**config.mk**
```make
export PLATFORM = sky130hd
export DESIGN_NAME = bs_endpoint_flat
export DESIGN_NICKNAME = d
export VERILOG_FILES = /design/src/rtl/bs_pkg.sv /design/src/rtl/bs_endpoint_if.sv /design/src/rtl/bs_fifo_fwft.sv /design/src/rtl/bs_endpoint.sv /design/src/flat_wrapper.sv
export SDC_FILE = /design/constraint.sdc
export NUM_CORES = 2
export LEC_CHECK = 0
export ABC_CLOCK_PERIOD_IN_PS = 15000
export BUFFER_PORTS_ARGS = -buffer_cell sky130_fd_sc_hd__buf_4
export CAP_MARGIN = 25
export CORE_UTILIZATION = 60
export DETAILED_ROUTE_END_ITERATION = 6
export PLACE_DENSITY = 0.9
export SLEW_MARGIN = 10
export SYNTH_ARGS = -nofsm -noshare
export SYNTH_HDL_FRONTEND = slang
export SYNTH_HIERARCHICAL = 1
export SYNTH_SLANG_ARGS = --single-unit
```
**constraint.sdc**
```tcl
create_clock -name clk -period 15 [get_ports clk]
set_input_delay 2.25 -clock clk [delete_from_list [all_inputs] [get_ports clk]]
set_output_delay 2.25 -clock clk [all_outputs]
set_load 0.05 [all_outputs]
```
**src/rtl/bs_pkg.sv**
```systemverilog
// Shared types and constants for the bus-generator endpoint.
// The header occupies the top 32 bits of every packet.
package bs_pkg;

    localparam int         PCKG_SZ_DEF   = 128;
    localparam logic [7:0] BROADCAST_DEF = 8'hFF;
    localparam int         HDR_W         = 32;

    // Field offsets inside the 32-bit header.
    localparam int TGT_MSB = 31;
    localparam int TGT_LSB = 24;
    localparam int SRC_MSB = 23;
    localparam int SRC_LSB = 16;
    localparam int ID_MSB  = 15;
    localparam int ID_LSB  = 0;

    typedef struct packed {
        logic [TGT_MSB-TGT_LSB:0] target;
        logic [SRC_MSB-SRC_LSB:0] source;
        logic [ID_MSB-ID_LSB:0]   id;
    } bs_hdr_t;

    function automatic logic [15:0] sat_inc(input logic [15:0] value, input logic en);
        return (en && value != 16'hFFFF) ? value + 16'd1 : value;
    endfunction

endpackage

```
**src/rtl/bs_endpoint_if.sv**
```systemverilog
// Bus-generator driver port: the TX head is popped by the bus, and RX packets are pushed in.
// The master side is the bus generator and the slave side is the endpoint.
interface bs_endpoint_if
    import bs_pkg::*;
#(
    parameter int PCKG_SZ = PCKG_SZ_DEF
);
    logic               pndng;
    logic [PCKG_SZ-1:0] D_pop;
    logic               pop;
    logic               push;
    logic [PCKG_SZ-1:0] D_push;

    modport master (input pndng, input D_pop, output pop, output push, output D_push);
    modport slave  (output pndng, output D_pop, input pop, input push, input D_push);
endinterface

```
**src/rtl/bs_fifo_fwft.sv**
```systemverilog
// First-word fall-through FIFO that uses registered storage.
// The caller must qualify wr_en and rd_en; this block assumes both are legal.
module bs_fifo_fwft #(
    parameter int WIDTH = 128,
    parameter int DEPTH = 8
) (
    input  logic             clk,
    input  logic             reset,
    input  logic             wr_en,
    input  logic [WIDTH-1:0] wr_data,
    input  logic             rd_en,
    output logic [WIDTH-1:0] rd_data,
    output logic             full,
    output logic             empty
);
    localparam int PTR_W = $clog2(DEPTH);
    localparam int CNT_W = PTR_W + 1;

    logic [WIDTH-1:0] mem_q [DEPTH];
    logic [WIDTH-1:0] mem_d [DEPTH];
    logic [PTR_W-1:0] wr_ptr_q, wr_ptr_d, rd_ptr_q, rd_ptr_d;
    logic [CNT_W-1:0] count_q, count_d;

    assign full    = (count_q == CNT_W'(DEPTH));
    assign empty   = (count_q == '0);
    assign rd_data = mem_q[rd_ptr_q];

    // DEPTH is a power of two, so the pointers wrap naturally.
    always_comb begin
        mem_d    = mem_q;
        wr_ptr_d = wr_ptr_q;
        rd_ptr_d = rd_ptr_q;
        count_d  = count_q;
        if (wr_en) begin
            mem_d[wr_ptr_q] = wr_data;
            wr_ptr_d        = wr_ptr_q + PTR_W'(1);
        end
        if (rd_en) begin
            rd_ptr_d = rd_ptr_q + PTR_W'(1);
        end
        case ({wr_en, rd_en})
            2'b10:   count_d = count_q + CNT_W'(1);
            2'b01:   count_d = count_q - CNT_W'(1);
            default: count_d = count_q;
        endcase
    end

    always_ff @(posedge clk) begin
        if (reset) begin
            wr_ptr_q <= '0;
            rd_ptr_q <= '0;
            count_q  <= '0;
        end else begin
            wr_ptr_q <= wr_ptr_d;
            rd_ptr_q <= rd_ptr_d;
            count_q  <= count_d;
        end
    end

    always_ff @(posedge clk) begin
        mem_q <= mem_d;
    end

endmodule

```
**src/rtl/bs_endpoint.sv**
```systemverilog
// Device-side bus endpoint: a header-stamping TX FIFO toward the bus,
// and an address-filtered RX FIFO toward the local consumer.
module bs_endpoint
    import bs_pkg::*;
#(
    parameter int         PCKG_SZ   = PCKG_SZ_DEF,
    parameter int         DEPTH     = 8,
    parameter logic [7:0] ID        = 8'd0,
    parameter logic [7:0] BROADCAST = BROADCAST_DEF
) (
    input  logic                     clk,
    input  logic                     reset,
    bs_endpoint_if.slave             bus,
    input  logic                     tx_valid,
    output logic                     tx_ready,
    input  logic [7:0]               tx_target,
    input  logic [PCKG_SZ-HDR_W-1:0] tx_payload,
    output logic                     rx_valid,
    input  logic                     rx_ready,
    output logic [PCKG_SZ-1:0]       rx_data,
    output logic [15:0]              rx_drop_cnt,
    output logic [15:0]              rx_miss_cnt,
    output logic [15:0]              pop_err_cnt
);
    logic          tx_full, tx_empty, tx_wr, tx_rd;
    logic          rx_full, rx_empty, rx_wr, rx_rd, rx_hit, rx_space;
    logic [7:0]    rx_target;
    bs_hdr_t       tx_hdr;
    logic [15:0]   seq_q, seq_d;
    logic [15:0]   drop_q, drop_d, miss_q, miss_d, perr_q, perr_d;

    assign tx_ready  = !tx_full;
    assign bus.pndng = !tx_empty;
    assign rx_valid  = !rx_empty;

    assign tx_wr = tx_valid && !tx_full;
    assign tx_rd = bus.pop && !tx_empty;

    always_comb begin
        tx_hdr.target = tx_target;
        tx_hdr.source = ID;
        tx_hdr.id     = seq_q;
    end

    // A read in the same cycle frees a slot, so a full RX FIFO can still accept a packet.
    assign rx_target = bus.D_push[PCKG_SZ-HDR_W+TGT_MSB:PCKG_SZ-HDR_W+TGT_LSB];
    assign rx_hit    = (rx_target == ID) || (rx_target == BROADCAST);
    assign rx_rd     = rx_ready && !rx_empty;
    assign rx_space  = !rx_full || rx_rd;
    assign rx_wr     = bus.push && rx_hit && rx_space;

    always_comb begin
        seq_d  = tx_wr ? seq_q + 16'd1 : seq_q;
        drop_d = sat_inc(drop_q, bus.push && rx_hit && !rx_space);
        miss_d = sat_inc(miss_q, bus.push && !rx_hit);
        perr_d = sat_inc(perr_q, bus.pop && tx_empty);
    end

    always_ff @(posedge clk) begin
        if (reset) begin
            seq_q  <= '0;
            drop_q <= '0;
            miss_q <= '0;
            perr_q <= '0;
        end else begin
            seq_q  <= seq_d;
            drop_q <= drop_d;
            miss_q <= miss_d;
            perr_q <= perr_d;
        end
    end

    assign rx_drop_cnt = drop_q;
    assign rx_miss_cnt = miss_q;
    assign pop_err_cnt = perr_q;

    bs_fifo_fwft #(.WIDTH(PCKG_SZ), .DEPTH(DEPTH)) u_tx_fifo (
        .clk     (clk),
        .reset   (reset),
        .wr_en   (tx_wr),
        .wr_data ({tx_hdr, tx_payload}),
        .rd_en   (tx_rd),
        .rd_data (bus.D_pop),
        .full    (tx_full),
        .empty   (tx_empty)
    );

    bs_fifo_fwft #(.WIDTH(PCKG_SZ), .DEPTH(DEPTH)) u_rx_fifo (
        .clk     (clk),
        .reset   (reset),
        .wr_en   (rx_wr),
        .wr_data (bus.D_push),
        .rd_en   (rx_rd),
        .rd_data (rx_data),
        .full    (rx_full),
        .empty   (rx_empty)
    );

endmodule
```
**src/flat_wrapper.sv**
```systemverilog
// flat-port wrapper written by rule: the top's interface ports become plain ports
module bs_endpoint_flat import bs_pkg::*;
#(
    parameter int         PCKG_SZ   = PCKG_SZ_DEF,
    parameter int         DEPTH     = 8,
    parameter logic [7:0] ID        = 8'd0,
    parameter logic [7:0] BROADCAST = BROADCAST_DEF
)
  (clk, reset, tx_valid, tx_ready, tx_target, tx_payload, rx_valid, rx_ready, rx_data, rx_drop_cnt, rx_miss_cnt, pop_err_cnt, bus_pndng, bus_D_pop, bus_pop, bus_push, bus_D_push);
  bs_endpoint_if #(.PCKG_SZ(PCKG_SZ)) bus_i ();
  input  logic clk;
  input  logic reset;
  input  logic tx_valid;
  output logic tx_ready;
  input  logic [7:0] tx_target;
  input  logic [PCKG_SZ-HDR_W-1:0] tx_payload;
  output logic rx_valid;
  input  logic rx_ready;
  output logic [PCKG_SZ-1:0] rx_data;
  output logic [15:0] rx_drop_cnt;
  output logic [15:0] rx_miss_cnt;
  output logic [15:0] pop_err_cnt;
  output wire logic [$bits(bus_i.pndng)-1:0] bus_pndng;
  output wire logic [$bits(bus_i.D_pop)-1:0] bus_D_pop;
  input wire logic [$bits(bus_i.pop)-1:0] bus_pop;
  input wire logic [$bits(bus_i.push)-1:0] bus_push;
  input wire logic [$bits(bus_i.D_push)-1:0] bus_D_push;
  assign bus_pndng = bus_i.pndng;
  assign bus_D_pop = bus_i.D_pop;
  assign bus_i.pop = bus_pop;
  assign bus_i.push = bus_push;
  assign bus_i.D_push = bus_D_push;
  bs_endpoint #(.PCKG_SZ(PCKG_SZ), .DEPTH(DEPTH), .ID(ID), .BROADCAST(BROADCAST)) u_core (.clk(clk), .reset(reset), .bus(bus_i), .tx_valid(tx_valid), .tx_ready(tx_ready), .tx_target(tx_target), .tx_payload(tx_payload), .rx_valid(rx_valid), .rx_ready(rx_ready), .rx_data(rx_data), .rx_drop_cnt(rx_drop_cnt), .rx_miss_cnt(rx_miss_cnt), .pop_err_cnt(pop_err_cnt));
endmodule
```
==> flow_summary_export.csv <==
group,metric,value,unit
outcome,outcome,"finished clean",
power_and_ir_drop,powerDensity,150,nW/um^2
route,ant_nets,0,
sta,drv_slew,0,
route,drtIter0Drc,4642,
logic_synthesis,synth_flop_cell,"edfxtp_1",
setup_path,worst_ep_arrival_time,5100,ps
clock_tree,cts.sinks,2132,
route,drc,0,
setup_path,cp_cell_sequence,"buf_4 -> buf_12 -> buf_4 -> buf_16 -> mux4_2 -> mux2_2 -> buf_4",
logic_synthesis,syn-cell-area,81300,sq um
setup_path,critical_path.endpoint,"rx_data[73]",
sta,maxSlewHeadroom,24.7,%
route,via_per_inst,6.46,
floorplan,coreArea,134000,sq um
placed_design,place_inst,5738,
floorplan,die_area,137000,sq um
route,drt-total-wl,197,mm
clock_tree,clkLatencyLatePin,860,ps
sta,hold_viol,0,
logic_synthesis,synth.distinct_cells,52,
logic_synthesis,yosys_warnings,6,
clock_tree,clockBufferDepth,3,
logic_synthesis,yosys.area.top_type_share,75.7,%
floorplan,io_pins,545,
setup_path,cp_max_fo,103,
sta,fin_skew,64.7,ps
clock_tree,post_cts_buffers,0,
setup_path,cp_common_cell,"buf_4",
route,wire_per_inst,32.1,um
setup_path,worst_path_max_delay_cell,"dfxtp_4",
setup_path,reg2reg_depth,8,
power_and_ir_drop,p_leak,29.7,nW
global_routing,grt.overflow.total,0,
clock_tree,cts_buffers,195,
route,dr.pass1.iters,6,
logic_synthesis,syn_avg_cell_area,23.3,sq um
power_and_ir_drop,power_switching_share,26.8,%
floorplan,rows,134,
logic_synthesis,synthCells,3484,
power_and_ir_drop,max-vdd-ir-drop,0.000146,V
finish,fillers,7193,
placed_design,dpl.hpwl,99.5,mm
logic_synthesis,yosysMostFrequentCell,"edfxtp_1",
setup_path,critical_path_class,"reg2out",
setup_path,cpPeakStageDelay,780,ps
setup_path,start_kind,"flop",
logic_synthesis,synth-seq-cells,2132,
sta,final.setup.tns,0,ps
route,vias,39669,
clock_tree,root_buffer,"clkbuf_16",
clock_tree,cts_tree,"done",
sta,holdWs,504,ps
sta,fmaxAchievable,136,MHz
power_and_ir_drop,clock_power_share,35.1,%
setup_path,r2r_end,"u_core/u_rx_fifo/mem_q[191]",
setup_path,r2r_slack,9900,ps
sta,tightest_slew,1130,ps
logic_synthesis,synth_top_area_cell,"edfxtp_1",
setup_path,endpoint_kind,"output port",
setup_path,cp.required,12750,ps
hold_path,hp-class,"reg2reg",
finish,syn_to_final_growth,15.6,%
power_and_ir_drop,internal-power,10.3,mW
finish,register_area,63200,sq um
finish,stdcell_count,6139,
placed_design,gp_congestion,0.830,
global_routing,grt_pass1_wl,277,mm
logic_synthesis,synthArstFlopShare,0,%
finish,final_nets,4423,
logic_synthesis,synth.area.top_cells,"edfxtp_1, mux4_2, mux2_2",
sta,rsz0062_at_grt,"no",
placed_design,io_buffer_count,544,
global_routing,grt_pass1_vias,40873,
job,maxCapViolations,0,
logic_synthesis,synth_edf_count,2048,
sta,fin_crit_sh,49.0,%
global_routing,antenna_found_initial,40,
floorplan,die_w,370,um
power_and_ir_drop,power_switching,3.78,mW
sta,min_period,7350,ps
sta,final-setup-viol-count,0,
floorplan,die_h,370,um
global_routing,grt_start_max_net_pins,154,
clock_tree,cts.reportedPaths.clkPinSlew,70,ps
finish,multi_input_area,17300,sq um
setup_path,rr_startpoint,"u_core/u_rx_fifo/count_q[0]",
clock_tree,cts_resized,0,
logic_synthesis,synthTopCellsByCount,"edfxtp_1, mux4_2, mux2_2",
power_and_ir_drop,combinationalPowerShare,16.9,%
logic_synthesis,ys_seq_area_share,77.7,%
global_routing,track_usage,28.1,%
clock_tree,htreeDepth,4,
finish,drive_gt1_share,38.8,%
power_and_ir_drop,p_seq_share,48.0,%
clock_tree,hold_buffers,0,
setup_path,startpoint,"u_core/u_rx_fifo/rd_ptr_q[0]",
floorplan,initial_utilization,60.7,%
through the flow:
step | area, sq um | setup WS (ps) | util [%] | total power, mW
2_1_floorplan | 81500 | 2070 | - | 8.59
3_3_place_gp | 87400 | 7500 | 65.2 | 9.12
3_5_place_dp | 87400 | 7560 | 65.2 | 9.20
4_1_cts | 93800 | 7170 | 70.0 | 14.1
5_1_grt | 93900 | 7150 | 70.1 | 14.4
6_report | 93900 | 7650 | 70.1 | 14.1
area by class of cell:
| cell class | instances | share of cell area [%] |
|---|---|---|
| diodes | 37 | 0.0986 |
| clock buffers | 236 | 5.43 |
| clock inverters | 124 | 1.33 |
| inverters | 11 | 0.0440 |
| multi-input cells | 1236 | 18.5 |
| flip-flops and latches | 2132 | 67.3 |
| well taps | 1768 | 2.36 |
| repair buffers | 595 | 4.97 |
worst max-delay path, delay by kind of cell, from the launching register on:
family / cells / cell delay [ps]
buf+inv: 5 / 2380
mux: 2 / 870
flops: 1 / 780
placed cells by master, fill, tap and decap left out, drive strengths merged, types with 6 or more instances in the layout:
master | Yosys | layout
edfxtp | 2048 | 2048
buf | 104 | 595
mux4 | 512 | 512
mux2 | 265 | 265
clkbuf | 64 | 236
clkinv | 0 | 98
dfxtp | 84 | 84
nor2 | 79 | 79
conb | 1 | 64
diode | 0 | 37
nand2 | 31 | 31
nand3 | 27 | 27
a21oi | 26 | 26
xnor2 | 22 | 22
xor2 | 22 | 22
nand4 | 18 | 18
nor4 | 16 | 16
inv | 11 | 16
bufinv | 0 | 15
o21ai | 15 | 15
ha | 14 | 14
nor2b | 13 | 13
or4 | 13 | 13
o31ai | 13 | 13
nor3 | 12 | 12
and3 | 8 | 8
or3 | 8 | 8
nand2b | 7 | 7
and4 | 7 | 7
mux2i | 7 | 7
clkinvlp | 0 | 6
flip-flops by register name, summed over array words and instances (netlist names):
register                   count
u_core/u_rx_fifo/mem_q      1024
u_core/u_tx_fifo/mem_q      1024
u_core/pop_err_cnt            16
u_core/rx_drop_cnt            16
u_core/rx_miss_cnt            16
u_core/seq_q                  16
u_core/u_rx_fifo/count_q       4
u_core/u_tx_fifo/count_q       4
u_core/u_rx_fifo/rd_ptr_q      3
u_core/u_rx_fifo/wr_ptr_q      3
u_core/u_tx_fifo/rd_ptr_q      3
u_core/u_tx_fifo/wr_ptr_q      3
worst min-delay path by stage:
| stage | cells past startpoint | to | startpoint |
|---|---|---|---|
| 2_1_floorplan | 2 | u_core/u_rx_fifo/wr_ptr_q[2] | u_core/u_rx_fifo/wr_ptr_q[2] |
| 3_3_place_gp | 2 | u_core/rx_miss_cnt[11] | u_core/rx_miss_cnt[11] |
| 3_5_place_dp | 2 | u_core/rx_miss_cnt[11] | u_core/rx_miss_cnt[11] |
| 4_1_cts | 2 | u_core/rx_miss_cnt[11] | u_core/rx_miss_cnt[11] |
| 5_1_grt | 2 | u_core/pop_err_cnt[15] | u_core/pop_err_cnt[15] |
| 6_report | 2 | u_core/rx_miss_cnt[11] | u_core/rx_miss_cnt[11] |
kinds of logic after synthesis:
group | share of synthesized area [%]
flops | 77.7
mux | 17.9
simple gates | 1.65
buf+inv | 1.33
compound gates | 0.633
xor+xnor | 0.474
fa+ha+maj | 0.216
other cells | 0.00461
metal layers:
metal	vias up	GRT usage, %	part of all wire, %
met1	20604	34.4	34
met4	10	13.9	4.8
met2	2538	48.2	53
met5	-	0	0.029
met3	442	5.22	8.2
li1	16075	-	-
power by group through the flow:
stage / Combinational (mW) / Clock (mW) / Sequential [mW]
4_1_cts: 2.38 / 4.99 / 6.76
6_report: 2.38 / 4.95 / 6.76
2_1_floorplan: 1.72 / 0 / 6.88
5_1_grt: 2.47 / 5.21 / 6.77
3_3_place_gp: 2.26 / 0 / 6.86
3_5_place_dp: 2.32 / 0 / 6.88
(Power assumes the default switching activity.)
